==> src/rtl/sap_seq_ctrl.sv <==
// rtl/sap_seq_ctrl.sv - SAP-class control sequencer with T-state ring, decode, step mode and retire counter
module sap_seq_ctrl #(
  parameter int OPC_W = 4,
  parameter int ALU_W = 4,
  parameter int CNT_W = 16
) (
  input  logic             clk,
  input  logic             rst_n,
  input  logic [OPC_W-1:0] opcode,
  input  logic             zero_flag,
  input  logic             carry_flag,
  input  logic             step_mode,
  input  logic             step,
  output logic [5:0]       t_state,
  output logic             cp,
  output logic             mar_load,
  output logic             mar_sel,
  output logic             chip_enable,
  output logic             w_enable,
  output logic             ir_load,
  output logic             A_load,
  output logic             B_load,
  output logic             out_load,
  output logic             opnd_to_a,
  output logic             pc_load,
  output logic             flags_load,
  output logic [ALU_W-1:0] alu_op,
  output logic             halt,
  output logic             instr_done,
  output logic             illegal,
  output logic [CNT_W-1:0] instr_count
);

  localparam logic [5:0] T0 = 6'b000001;

  localparam logic [3:0] OP_LDA = 4'h0;
  localparam logic [3:0] OP_SUB = 4'h1;
  localparam logic [3:0] OP_ADD = 4'h2;
  localparam logic [3:0] OP_STA = 4'h3;
  localparam logic [3:0] OP_LDI = 4'h4;
  localparam logic [3:0] OP_JMP = 4'h5;
  localparam logic [3:0] OP_JZ  = 4'h6;
  localparam logic [3:0] OP_JC  = 4'h7;
  localparam logic [3:0] OP_NOP = 4'h8;
  localparam logic [3:0] OP_OUT = 4'hE;
  localparam logic [3:0] OP_HLT = 4'hF;

  logic       hold;
  logic       op_illegal;
  logic [3:0] op;
  logic       stall;
  logic       active;
  logic [5:0] t_next;

  // Any set bit above the 4-bit opcode field makes it illegal; it then decodes as NOP.
  assign op_illegal = |(opcode >> 4);
  assign op         = op_illegal ? OP_NOP : opcode[3:0];

  // Hold only matters in step mode; leaving step mode lets T0 run at once.
  assign stall  = hold & step_mode & t_state[0];
  assign active = rst_n & ~halt & ~stall;

  always_ff @(posedge clk or negedge rst_n) begin
    if (!rst_n) begin
      t_state <= T0;
    end else begin
      t_state <= t_next;
    end
  end

  always_comb begin
    t_next = {t_state[4:0], 1'b0};
    if (!active || instr_done || t_state[5]) begin
      t_next = T0;
    end
  end

  always_comb begin
    cp          = 1'b0;
    mar_load    = 1'b0;
    mar_sel     = 1'b0;
    chip_enable = 1'b0;
    w_enable    = 1'b0;
    ir_load     = 1'b0;
    A_load      = 1'b0;
    B_load      = 1'b0;
    out_load    = 1'b0;
    opnd_to_a   = 1'b0;
    pc_load     = 1'b0;
    flags_load  = 1'b0;
    alu_op      = '0;
    instr_done  = 1'b0;
    illegal     = 1'b0;
    if (active) begin
      if (t_state[0]) mar_load = 1'b1;
      if (t_state[1]) cp = 1'b1;
      if (t_state[2]) begin
        chip_enable = 1'b1;
        ir_load     = 1'b1;
      end
      if (t_state[3]) begin
        illegal = op_illegal;
        case (op)
          OP_LDA, OP_SUB, OP_ADD, OP_STA: begin
            mar_sel  = 1'b1;
            mar_load = 1'b1;
          end
          OP_LDI: begin
            opnd_to_a  = 1'b1;
            A_load     = 1'b1;
            instr_done = 1'b1;
          end
          OP_JMP: begin
            pc_load    = 1'b1;
            instr_done = 1'b1;
          end
          OP_JZ: begin
            pc_load    = zero_flag;
            instr_done = 1'b1;
          end
          OP_JC: begin
            pc_load    = carry_flag;
            instr_done = 1'b1;
          end
          OP_OUT: begin
            out_load   = 1'b1;
            instr_done = 1'b1;
          end
          default: instr_done = 1'b1;
        endcase
      end
      if (t_state[4]) begin
        chip_enable = 1'b1;
        if (op == OP_STA) begin
          w_enable   = 1'b1;
          instr_done = 1'b1;
        end else begin
          B_load = 1'b1;
        end
      end
      if (t_state[5]) begin
        A_load     = 1'b1;
        instr_done = 1'b1;
        if (op == OP_ADD) begin
          alu_op     = ALU_W'(1);
          flags_load = 1'b1;
        end else if (op == OP_SUB) begin
          alu_op     = ALU_W'(2);
          flags_load = 1'b1;
        end
      end
    end
  end

  // instr_done is already gated by halt, so the counter freezes once halted.
  always_ff @(posedge clk or negedge rst_n) begin
    if (!rst_n) begin
      halt        <= 1'b0;
      hold        <= 1'b1;
      instr_count <= '0;
    end else begin
      if (instr_done) begin
        instr_count <= instr_count + CNT_W'(1);
      end
      if (instr_done && t_state[3] && op == OP_HLT) begin
        halt <= 1'b1;
      end
      if (!step_mode) begin
        hold <= 1'b0;
      end else if (instr_done) begin
        hold <= 1'b1;
      end else if (stall && step && !halt) begin
        hold <= 1'b0;
      end
    end
  end

endmodule

==> config.mk <==
export PLATFORM = sky130hd
export DESIGN_NAME = sap_seq_ctrl
export DESIGN_NICKNAME = d
export VERILOG_FILES = /design/src/rtl/sap_seq_ctrl.sv
export SDC_FILE = /design/constraint.sdc
export NUM_CORES = 1
export LEC_CHECK = 0
export ABC_AREA = 1
export ABC_CLOCK_PERIOD_IN_PS = 2400
export BUFFER_PORTS_ARGS = -buffer_cell sky130_fd_sc_hd__buf_2
export CORE_UTILIZATION = 54
export CTS_CLUSTER_SIZE = 10
export DETAILED_ROUTE_END_ITERATION = 8
export PLACE_DENSITY = 0.86
export SYNTH_ARGS = -nofsm -noshare
export SYNTH_HDL_FRONTEND = slang
export SYNTH_SLANG_ARGS = --single-unit
==> constraint.sdc <==
create_clock -name clk -period 2.4 [get_ports clk]
set_input_delay 0.12 -clock clk [delete_from_list [all_inputs] [get_ports clk]]
set_output_delay 0.12 -clock clk [all_outputs]
set_load 0.02 [all_outputs]
After elaboration in Yosys (flattened, before gate mapping)
Cells that the tools add are included.
{"block": "classes", "n_addsub": 1, "eq_ne": 10, "n_mux": 48, "bitwise_logic": 6, "n_reduce_logical": 10}
{"operator": "$mux W1", "n": 42}
{"operator": "$add A16 B1 Y16 const B", "n": 1}
{"operator": "$eq A4 B3 Y1 const B", "n": 4}
{"operator": "$eq A4 B2 Y1 const B", "n": 2}
{"operator": "$eq A4 B4 Y1 const B", "n": 2}
{"operator": "$mux W2", "n": 4}
{"operator": "$mux W6", "n": 1}
{"operator": "$and A1 B1 Y1", "n": 4}
{"operator": "$eq A4 B1 Y1 const B", "n": 1}
{"operator": "$logic_and A1 B1 Y1", "n": 4}
{"operator": "$logic_not A4 Y1", "n": 1}
{"operator": "$reduce_or A4 Y1", "n": 1}
{"operator": "$ne A3 B1 Y1 const B", "n": 1}
{"operator": "$pmux W1 S3", "n": 1}
{"operator": "$logic_not A1 Y1", "n": 2}
{"operator": "$logic_or A1 B1 Y1", "n": 2}
{"operator": "$not A1 Y1", "n": 2}
{"block": "word_totals", "reg_bits": 24, "input_bits": 10, "out_inout_bits": 41, "word_cells": 79}

Logic depth before layout (Yosys ltp)
Gate-level depths: netlist (run 1).
{"block": "depth", "word_depth": 11, "depth_mapped": 10, "ltp_nobuf": 9}

Least setup slack after synthesis (run 1)
No wires, ideal clock.
{"block": "synth_path", "path_kind": "reg-to-output", "start": "register halt", "end": "output out_load", "arrival_time_ns": 1.459, "required_ns": 2.280, "setup_slack_ns": 0.821, "stages_incl_launch_ff": 5, "n_path_buf": 1, "cell_sequence": "dfrtp_1 inv_1 nand3_1 clkbuf_1 nor4_1"}
{"block": "synth_via", "elab_chain_cells": 4}
{"item": "start: declaration", "line_no": "28", "text": "output logic halt,"}
{"item": "start signal: assignment", "line_no": "158", "text": "halt <= 1'b0;"}
{"item": "start signal: assignment", "line_no": "166", "text": "halt <= 1'b1;"}
{"item": "$not A1 Y1", "line_no": "61", "text": "assign active = rst_n & ~halt & ~stall;"}
{"item": "$and A1 B1 Y1 (2 in a row)", "line_no": "61"}
{"item": "$mux W1", "line_no": "94", "text": "if (active) begin"}
{"item": "end: declaration", "line_no": "23", "text": "output logic out_load,"}
No other way between the ends.

Worst setup path after layout (run 1)
{"block": "layout_path", "start": "register t_state[0]", "end": "output instr_done"}
{"block": "layout_via", "elab_chain_cells": 4}
{"item": "start: declaration", "line_no": "14", "text": "output logic [5:0] t_state,"}
{"item": "start signal: assignment", "line_no": "67", "text": "t_state <= t_next;"}
{"item": "$and A1 B1 Y1", "line_no": "60", "text": "assign stall = hold & step_mode & t_state[0];"}
{"item": "$not A1 Y1", "line_no": "61"}
{"item": "$and A1 B1 Y1", "line_no": "61"}
{"item": "$mux W1", "line_no": "94"}
{"item": "end: declaration", "line_no": "29", "text": "output logic instr_done,"}
No other way between the ends.

==> results of run 1 <==
-- area by class of cell --
class | count | area [um^2] | share of cell area [%]
multi-input cells | 160 | 776 | 43.5
repair buffers | 49 | 253 | 14.2
well taps | 30 | 37.5 | 2.11
flip-flops and latches | 24 | 603 | 33.8
clock buffers | 4 | 36.3 | 2.04
inverters | 20 | 77.6 | 4.35
-- cells by family after synthesis --
| group | share of synthesized area (%) |
|---|---|
| AO/OA/AOI/OAI | 5.04 |
| XOR/XNOR | 4.63 |
| adder cells (fa/ha/maj) | 0.826 |
| buffers and inverters | 9.42 |
| flip-flops | 39.8 |
| other | 0.248 |
| AND/OR/NAND/NOR | 40.0 |
-- sequential cells by signal (all words and copies together), names as in the netlist --
name,flops
t_state,6
hold,1
instr_count,16
halt,1
-- power by group --
part,switching (mW),internal (mW),leakage [nW],total [mW]
logic,0.0229,0.0104,0.603,0.0333
registers,0,0.404,0.318,0.404
clock network,0.115,0.0927,0.0210,0.208
-- layout by cell type (no fill, tap or decap), drive strengths merged --
master,count
nand3,13
nand4,5
dfrtp,22
nand3b,1
nand2,82
a21oi,5
nor4,1
nor2,29
dlygate4sd3,1
xnor2,6
clkbuf,4
or3,1
inv,20
xor2,2
ha,1
buf,48
o21ai,8
nor3,2
a21boi,1
conb,3
dfstp,2
-- Yosys cell counts, drive strengths merged --
master  instances
nand4           5
nand2          82
nand3b          1
inv            20
conb            1
nor4            1
nand3          13
dfstp           2
nor2           29
ha              1
o21ai           8
buf             6
nor3            2
or3             1
clkbuf          1
xor2            2
a21boi          1
xnor2           6
dfrtp          22
a21oi           5
-- worst max-delay path by stage --
stage	startpoint	to	slack (ns)	depth (start not counted)
global route	t_state[0]$_DFF_PN1_	instr_done	0.09	6
CTS	t_state[0]$_DFF_PN1_	instr_done	0.24	6
detailed placement	t_state[0]$_DFF_PN1_	instr_done	0.60	6
global placement	t_state[0]$_DFF_PN1_	instr_done	0.64	6
floorplan	halt$_DFFE_PN0P_	out_load	0.82	4
finish	t_state[0]$_DFF_PN1_	instr_done	0.24	6
-- worst register-to-register path: stages (launching register included) --
cell	delay (ns)
dfstp_2	0.56
nand3_1	0.09
nand3_1	0.29
inv_1	0.20
nand2_4	0.26
inv_4	0.15
nand2_1	0.10
nand2_1	0.05
-- per-layer routing --
layer  vias to the layer above  global-route usage, %
met5                         -                      0
met2                        45                   40.8
met3                         4                   4.10
li1                        746                      -
met4                         0                   7.50
met1                       632                   26.9
==> metrics, run 1 <==
cell with the most instances on the worst path=nand3_1; required time at the endpoint of the critical path=2.28 ns; gp weighted congestion=0.861; Worst Hold Class=primary input to register; Yosys top cell by area=dfrtp_1; minimum clock period after layout=2.16 ns; pins over their slew limit=0; cell count after synthesis=209; Starting Density=59.0%; antenna cells=0; Layout Nets=269; cell area after synthesis=1510 um^2; overall die area=3020 um^2; maximum fanout along the worst path=22; area added between synthesis and finish=17.8%; clock-pin slew on the worst setup and hold paths=0.12 ns; Worst path slowest cell=dfstp_2; met3 wire length=160 um; Wirelength per Cell=10.5 um; dpl cell area=1740 um^2; setup slack at placement=0.595 ns; Non-Filler Cell Area, Final=1780 um^2; destination of the worst hold path=hold$_DFFE_PN1P_; Worst Hold Slack=0.0329 ns; sequential share of the synthesized area=39.8%; estimated wirelength of the detail-placed design=2.40 mm; average cell area after synthesis=7.24 um^2; Met2 Wirelength=1.47 mm; number of nets still failing antenna checks after routing=0; highest routing layer actually used=met4; Final Util=69.4%; Setup Skew=0.0113 ns; clock root buffer master=clkbuf_4; share of the cycle needed by the critical path after routing=89.8%; leakage power summed over all cells=0.941 nW; Sink Count=24; global-route congestion overflow total=0; worst-path cell chain=nand3_1 > nand3_1 > inv_1 > nand2_4 > inv_4 > buf_2; number of hold buffers added after CTS=1; worst reg-to-reg path cell count=7; depth of the CTS H-tree=1; GRT Resource Usage Total=22.6%; RSZ-0062 raised after global routing=no; CTS Buffer Depth=2; hold-critical path depth=2; Max Clk Rate=0.464 GHz; clock buffers created by TritonCTS=3; result of the run=completed; count of final hold-check violations=0; iteration-0 DRC count of the detailed router=22; wire length on met1=1.35 mm; number of cells upsized or downsized after cts=0; largest net degree at the start of global routing=25; cell class contributing the biggest share of worst-path delay=simple AND/OR/NAND/NOR gates; r2r setup slk=0.63 ns; fraction of layout cells with a size suffix above 1=30.0%; top area cells in the synthesized netlist=dfrtp_1 (36%), nand2_1 (16%), nand2_2 (7.0%), nor2_1 (6.4%), inv_1 (4.7%); post-layout total power=646 uW; number of instances in the placed design=282; maximum resistive drop on vdd=0.332 mV; worst path buffer plus inverter count=3; Setup crit end kind=output port; area share of the largest cell type after synthesis=36.4%; Via Count=1427; filler instances=239; number of post-CTS setup repair buffers=0; first-pass GRT wire length=4.84 mm; slowest stage delay, CP=0.56 ns; Worst-Skew Late Latency=0.31 ns; initial antenna violation count=0; chip width=55.0 um; CTS tree=done; worst setup slack after layout=0.244 ns; yosys synthesis warning count=0; Startpoint Class=register; Hold Path Origin=step_mode; die height=55.0 um; routed wire length=3.01 mm; endpoint of the most critical register-to-register path=instr_count[15]$_DFFE_PN0N_; core footprint=2570 um^2; WP data arrival=2.04 ns; Pre-antenna DRT Iters=4; cell row count=18; Max Cap Violations=0; via count of the first global-routing pass=1201; unique cell type count in the Yosys netlist=29; kind of critical path=register to output port; Power per Cell Area=362 nW/um^2; total negative setup slack=0 ns; Worst R2R Start=t_state[0]$_DFF_PN1_; Boundary Pins=51; post-synthesis sequential element count=24; number of design rule violations left after detail routing=0; Buffers on Ports=47; Avg Vias per Cell=4.97; final number of setup-violating endpoints=0; post-route insts no fill=287
Note: power is estimated with default switching activity, not from simulation.
==> run 2: changes to the inputs <==
--- a/config.mk
+++ b/config.mk
@@ -7,11 +7,12 @@
 export LEC_CHECK = 0
 export ABC_AREA = 1
 export ABC_CLOCK_PERIOD_IN_PS = 2400
-export BUFFER_PORTS_ARGS = -buffer_cell sky130_fd_sc_hd__buf_2
-export CORE_UTILIZATION = 54
+export CORE_UTILIZATION = 65
 export CTS_CLUSTER_SIZE = 10
 export DETAILED_ROUTE_END_ITERATION = 8
-export PLACE_DENSITY = 0.86
+export DONT_BUFFER_PORTS = 1
+export PLACE_DENSITY = 0.82
+export RECOVER_POWER = 25
 export SYNTH_ARGS = -nofsm -noshare
 export SYNTH_HDL_FRONTEND = slang
 export SYNTH_SLANG_ARGS = --single-unit
==> metrics, run 2 (synthesized netlist as in run 1, its figures left out) <==
minimum clock period after layout=2.05 ns; GRT met3 Usage=4.55%; iteration-0 DRC count of the detailed router=32; worst setup path end=flags_load; fraction of layout cells with a size suffix above 1=14.6%; post-route insts no fill=240; Starting Density=68.4%; clock buffers created by TritonCTS=3; kind of critical path=register to output port; clock-pin slew on the worst setup and hold paths=0.14 ns; pin slew with the least headroom to its limit=1.07 ns; final number of setup-violating endpoints=0; worst setup slack after layout=0.353 ns; Max Cap Violations=0; overall die area=2530 um^2; CTS Buffer Depth=2; Worst R2R Start=t_state[0]$_DFF_PN1_; global-route congestion overflow total=0; Final Util=71.4%; Setup Skew=0.00969 ns; power share of the combinational group=3.4%; Layout Nets=224; Buffers on Ports=0; leakage power summed over all cells=0.719 nW; cell class contributing the biggest share of worst-path delay=buffers and inverters; power dissipated by switching net loads=141 uW; Wirelength per Cell=13.7 um; commonest non-fill, non-tap cell in the layout=nand2_1; estimated wirelength of the detail-placed design=2.41 mm; CTS tree=done; maximum resistive drop on vdd=0.384 mV; Via Count=1299; Avg Vias per Cell=5.41; chip width=50.3 um; Power per Cell Area=456 nW/um^2; endpoint of the most critical register-to-register path=instr_count[13]$_DFFE_PN0N_; Worst Hold Class=primary input to register; count of final hold-check violations=0; number of post-CTS setup repair buffers=0; number of nets still failing antenna checks after routing=0; depth of the CTS H-tree=1; r2r setup slk=0.66 ns; WP data arrival=1.93 ns; Worst-Skew Late Latency=0.31 ns; most flop-heavy register=instr_count; Startpoint Class=register; flip-flop count of the largest register, all copies and words added=16; Pre-antenna DRT Iters=4; die height=50.3 um; first element of the critical path=halt$_DFFE_PN0P_; Worst Hold Slack=0.0550 ns; highest-count cells in the layout ignoring fill and taps=nand2_1 (64), nor2_1 (26), dfrtp_1 (22); worst path buffer plus inverter count=3; result of the run=completed; internal power of the cells=579 uW; worst-path cell chain=inv_1 > nand3_1 > buf_4 > inv_1 > nand3_1 > a21oi_1; core footprint=2210 um^2; cell row count=17; gp weighted congestion=0.882; post-layout total power=720 uW; switching power as a share of total power=19.6%; first-pass GRT wire length=5.38 mm; Setup crit end kind=output port; total negative setup slack=0 ns; number of instances in the placed design=234; worst slew margin relative to its limit=28.2%; share of the cycle needed by the critical path after routing=85.3%; number of cells upsized or downsized after cts=0; slowest stage delay, CP=0.48 ns; maximum fanout along the worst path=11; layer carrying the most global-route usage=met2; largest net degree at the start of global routing=25; via count of the first global-routing pass=1231; Non-Filler Cell Area, Final=1580 um^2; antenna cells=0; pins over their slew limit=0; initial antenna violation count=0; Max Clk Rate=0.488 GHz; met1 GRT Util=38.9%; Sink Count=24; RSZ-0062 raised after global routing=no; part of the power in the clock network=40.4%; required time at the endpoint of the critical path=2.28 ns; area added between synthesis and finish=4.30%; worst reg-to-reg path cell count=8; number of hold buffers added after CTS=2; dpl cell area=1510 um^2; setup slack at placement=0.688 ns; global-route track usage on met2=46.7%; GRT Resource Usage Total=28.3%; routed wire length=3.29 mm; fraction of power consumed by sequential logic=56.2%; leading registers by flop count=instr_count: 16 flops, t_state: 6 flops; number of design rule violations left after detail routing=0; Worst path slowest cell=dfrtp_1; Boundary Pins=51; cell depth of the worst setup path=6; clock root buffer master=clkbuf_4
==> run 2: changes by cell type in the layout (fill, tap and decap cells not counted), sizes merged <==
cell / change
bufinv: +1
dlygate4sd3: +1
buf: -46
clkbuf: -1
==> run 2: worst min path at each step <==
stage | start | to | slack (ns) | cells past startpoint
2_1_floorplan | rst_n | halt$_DFFE_PN0P_ | -0.18 | 0
4_1_cts | opcode[3] | halt$_DFFE_PN0P_ | 0.05 | 3
3_5_place_dp | rst_n | halt$_DFFE_PN0P_ | -0.18 | 0
3_3_place_gp | rst_n | halt$_DFFE_PN0P_ | -0.17 | 0
5_1_grt | opcode[3] | halt$_DFFE_PN0P_ | 0.07 | 3
6_report | opcode[3] | halt$_DFFE_PN0P_ | 0.05 | 3
==> run 2: metal layers <==
layer	part of all wire [%]	routed length [um]
met1	44	1440
met2	50	1640
met3	6.0	197
met4	0.27	9
met5	0	0
==> run 2: area by class of cell <==
class / instances / area (um^2)
multi-input cells: 160 / 776
fillers: 185 / 633
flip-flops and latches: 24 / 603
inverters: 20 / 77.6
repair buffers: 4 / 35.0
well taps: 28 / 35.0
clock inverters: 1 / 30.0
clock buffers: 3 / 22.5
==> run 2: power by group through the flow <==
| stage | registers, mW | logic [mW] | clock network (mW) |
|---|---|---|---|
| detailed placement | 0.412 | 0.0141 | 0 |
| CTS | 0.405 | 0.0248 | 0.301 |
| finish | 0.405 | 0.0245 | 0.291 |
| floorplan | 0.412 | 0.0165 | 0 |
| global placement | 0.412 | 0.0136 | 0 |
| global route | 0.405 | 0.0281 | 0.321 |
==> run 2: worst min-delay path, stage by stage <==
cell     delay [ns]
nand2_1        0.05
or3_1          0.11
o21ai_1        0.07
==> run 3: changes to the inputs <==
--- a/config.mk
+++ b/config.mk
@@ -11,8 +11,10 @@
 export CTS_CLUSTER_SIZE = 10
 export DETAILED_ROUTE_END_ITERATION = 8
 export DONT_BUFFER_PORTS = 1
-export PLACE_DENSITY = 0.82
+export MAX_ROUTING_LAYER = met4
+export PLACE_DENSITY = 0.93
 export RECOVER_POWER = 25
+export SKIP_LAST_GASP = 1
 export SYNTH_ARGS = -nofsm -noshare
 export SYNTH_HDL_FRONTEND = slang
 export SYNTH_SLANG_ARGS = --single-unit
==> metrics, run 3 (synthesized netlist as in run 1, its figures left out) <==
result of the run=completed; Avg Vias per Cell=5.37; Via Count=1283; clock root buffer master=clkbuf_4; number of nets still failing antenna checks after routing=0; setup slack at placement=0.530 ns; worst slew margin relative to its limit=31.3%; Starting Density=68.4%; core footprint=2210 um^2; post-route insts no fill=239; number of cells upsized or downsized after cts=0; Buffers on Ports=0; number of instances in the placed design=233; die height=50.3 um; Setup Skew=0.00400 ns; commonest non-fill, non-tap cell in the layout=nand2_1; Setup crit end kind=output port; minimum clock period after layout=2.12 ns; maximum fanout along the worst path=11; cell row count=17; Worst Hold Class=primary input to register; RSZ-0062 raised after global routing=no; depth of the CTS H-tree=1; routed wire length=2.90 mm; Layout Nets=223; area added between synthesis and finish=2.07%; CTS Buffer Depth=2; highest-count cells in the layout ignoring fill and taps=nand2_1 (64), nor2_1 (26), dfrtp_1 (22); area taken by flip-flops and latches=603 um^2; largest net degree at the start of global routing=25; worst reg-to-reg path cell count=7; overall die area=2530 um^2; filler instances=190; Sink Count=24; leading registers by flop count=instr_count: 16 flops, t_state: 6 flops; Non-Filler Cell Area, Final=1550 um^2; iteration-0 DRC count of the detailed router=18; WP data arrival=2.00 ns; chip width=50.3 um; clock buffers created by TritonCTS=3; destination of the worst hold path=hold$_DFFE_PN1P_; antenna cells=0; share of the cycle needed by the critical path after routing=88.5%; CTS tree=done; number of design rule violations left after detail routing=0; required time at the endpoint of the critical path=2.28 ns; Hold Path Origin=step; Max Clk Rate=0.471 GHz; Worst-Skew Late Latency=0.32 ns; total negative setup slack=0 ns; worst-path cell chain=inv_1 > nand3_1 > inv_1 > nand3_1 > a21oi_1; flip-flop count of the largest register, all copies and words added=16; Startpoint Class=register; endpoint of the most critical register-to-register path=instr_count[15]$_DFFE_PN0N_; number of post-CTS setup repair buffers=0; pin slew with the least headroom to its limit=1.03 ns; Pre-antenna DRT Iters=4; Wirelength per Cell=12.1 um; kind of critical path=register to output port; hold-critical path depth=3; leakage power summed over all cells=0.702 nW; multi-input combinational cell area=776 um^2; Power per Cell Area=395 nW/um^2; dpl cell area=1500 um^2; clock-pin slew on the worst setup and hold paths=0.12 ns; count of final hold-check violations=0; fraction of layout cells with a size suffix above 1=13.7%; initial antenna violation count=0; first-pass GRT wire length=4.88 mm; Worst R2R Start=t_state[0]$_DFF_PN1_; Worst path slowest cell=dfrtp_1; most flop-heavy register=instr_count; Max Cap Violations=0; number of hold buffers added after CTS=2; pins over their slew limit=0; global-route congestion overflow total=0; maximum resistive drop on vdd=0.317 mV; final number of setup-violating endpoints=0; gp weighted congestion=0.810; slowest stage delay, CP=0.48 ns; worst setup slack after layout=0.276 ns; Boundary Pins=51; Final Util=69.9%; GRT Resource Usage Total=26.8%; r2r setup slk=0.52 ns; via count of the first global-routing pass=1184; estimated wirelength of the detail-placed design=2.14 mm
## run 3: cell count changes in the layout (fill, tap and decap cells not counted)
cell and change:
bufinv_16 -1, clkbuf_1 +1, buf_4 -1
## run 3: worst max-delay path by stage
stage | startpoint | endpoint | slack [ns] | cells past startpoint
after floorplan | halt$_DFFE_PN0P_ | out_load | 0.82 | 4
after global placement | t_state[0]$_DFF_PN1_ | instr_count[14]$_DFFE_PN0N_ | 0.61 | 7
after detailed placement | t_state[0]$_DFF_PN1_ | instr_count[15]$_DFFE_PN0N_ | 0.53 | 7
after CTS | halt$_DFFE_PN0P_ | flags_load | 0.26 | 5
after global routing | halt$_DFFE_PN0P_ | flags_load | 0.11 | 5
final | halt$_DFFE_PN0P_ | flags_load | 0.28 | 5
## run 3: through the flow
stage	hold slack, ns	power (mW)
after CTS	0.0334	0.617
after floorplan	-0.176	0.429
final	0.0450	0.611
after global placement	-0.175	0.426
after global routing	0.0275	0.633
after detailed placement	-0.175	0.426
## run 3: worst max-delay path: cells and delay by family (launching register included)
kind	cells	cell delay [ns]
compound gates	1	0.39
simple gates	2	0.43
buf+inv	2	0.40
flops	1	0.48
## run 3: cell type report
| class | count | share of cell area (%) |
|---|---|---|
| Timing Repair Buffer | 3 | 1.78 |
| Tap cell | 28 | 2.27 |
| Sequential cell | 24 | 39.0 |
| Clock buffer | 4 | 1.70 |
| Inverter | 20 | 5.02 |
| Multi-Input combinational cell | 160 | 50.2 |
## run 3: metal layers
metal | track usage, % | vias up | wire, um
met5 | - | - | 0
met3 | 5.15 | 4 | 143
met2 | 46.4 | 44 | 1470
met4 | 15.7 | 0 | 64
li1 | - | 652 | -
met1 | 28.1 | 583 | 1220
## run 3: report_power, final
part	leakage, nW	internal (mW)	switching (mW)
clock	0.0150	0.0652	0.117
combinational	0.369	0.00549	0.0181
sequential	0.318	0.404	0
total	0.702	0.475	0.135
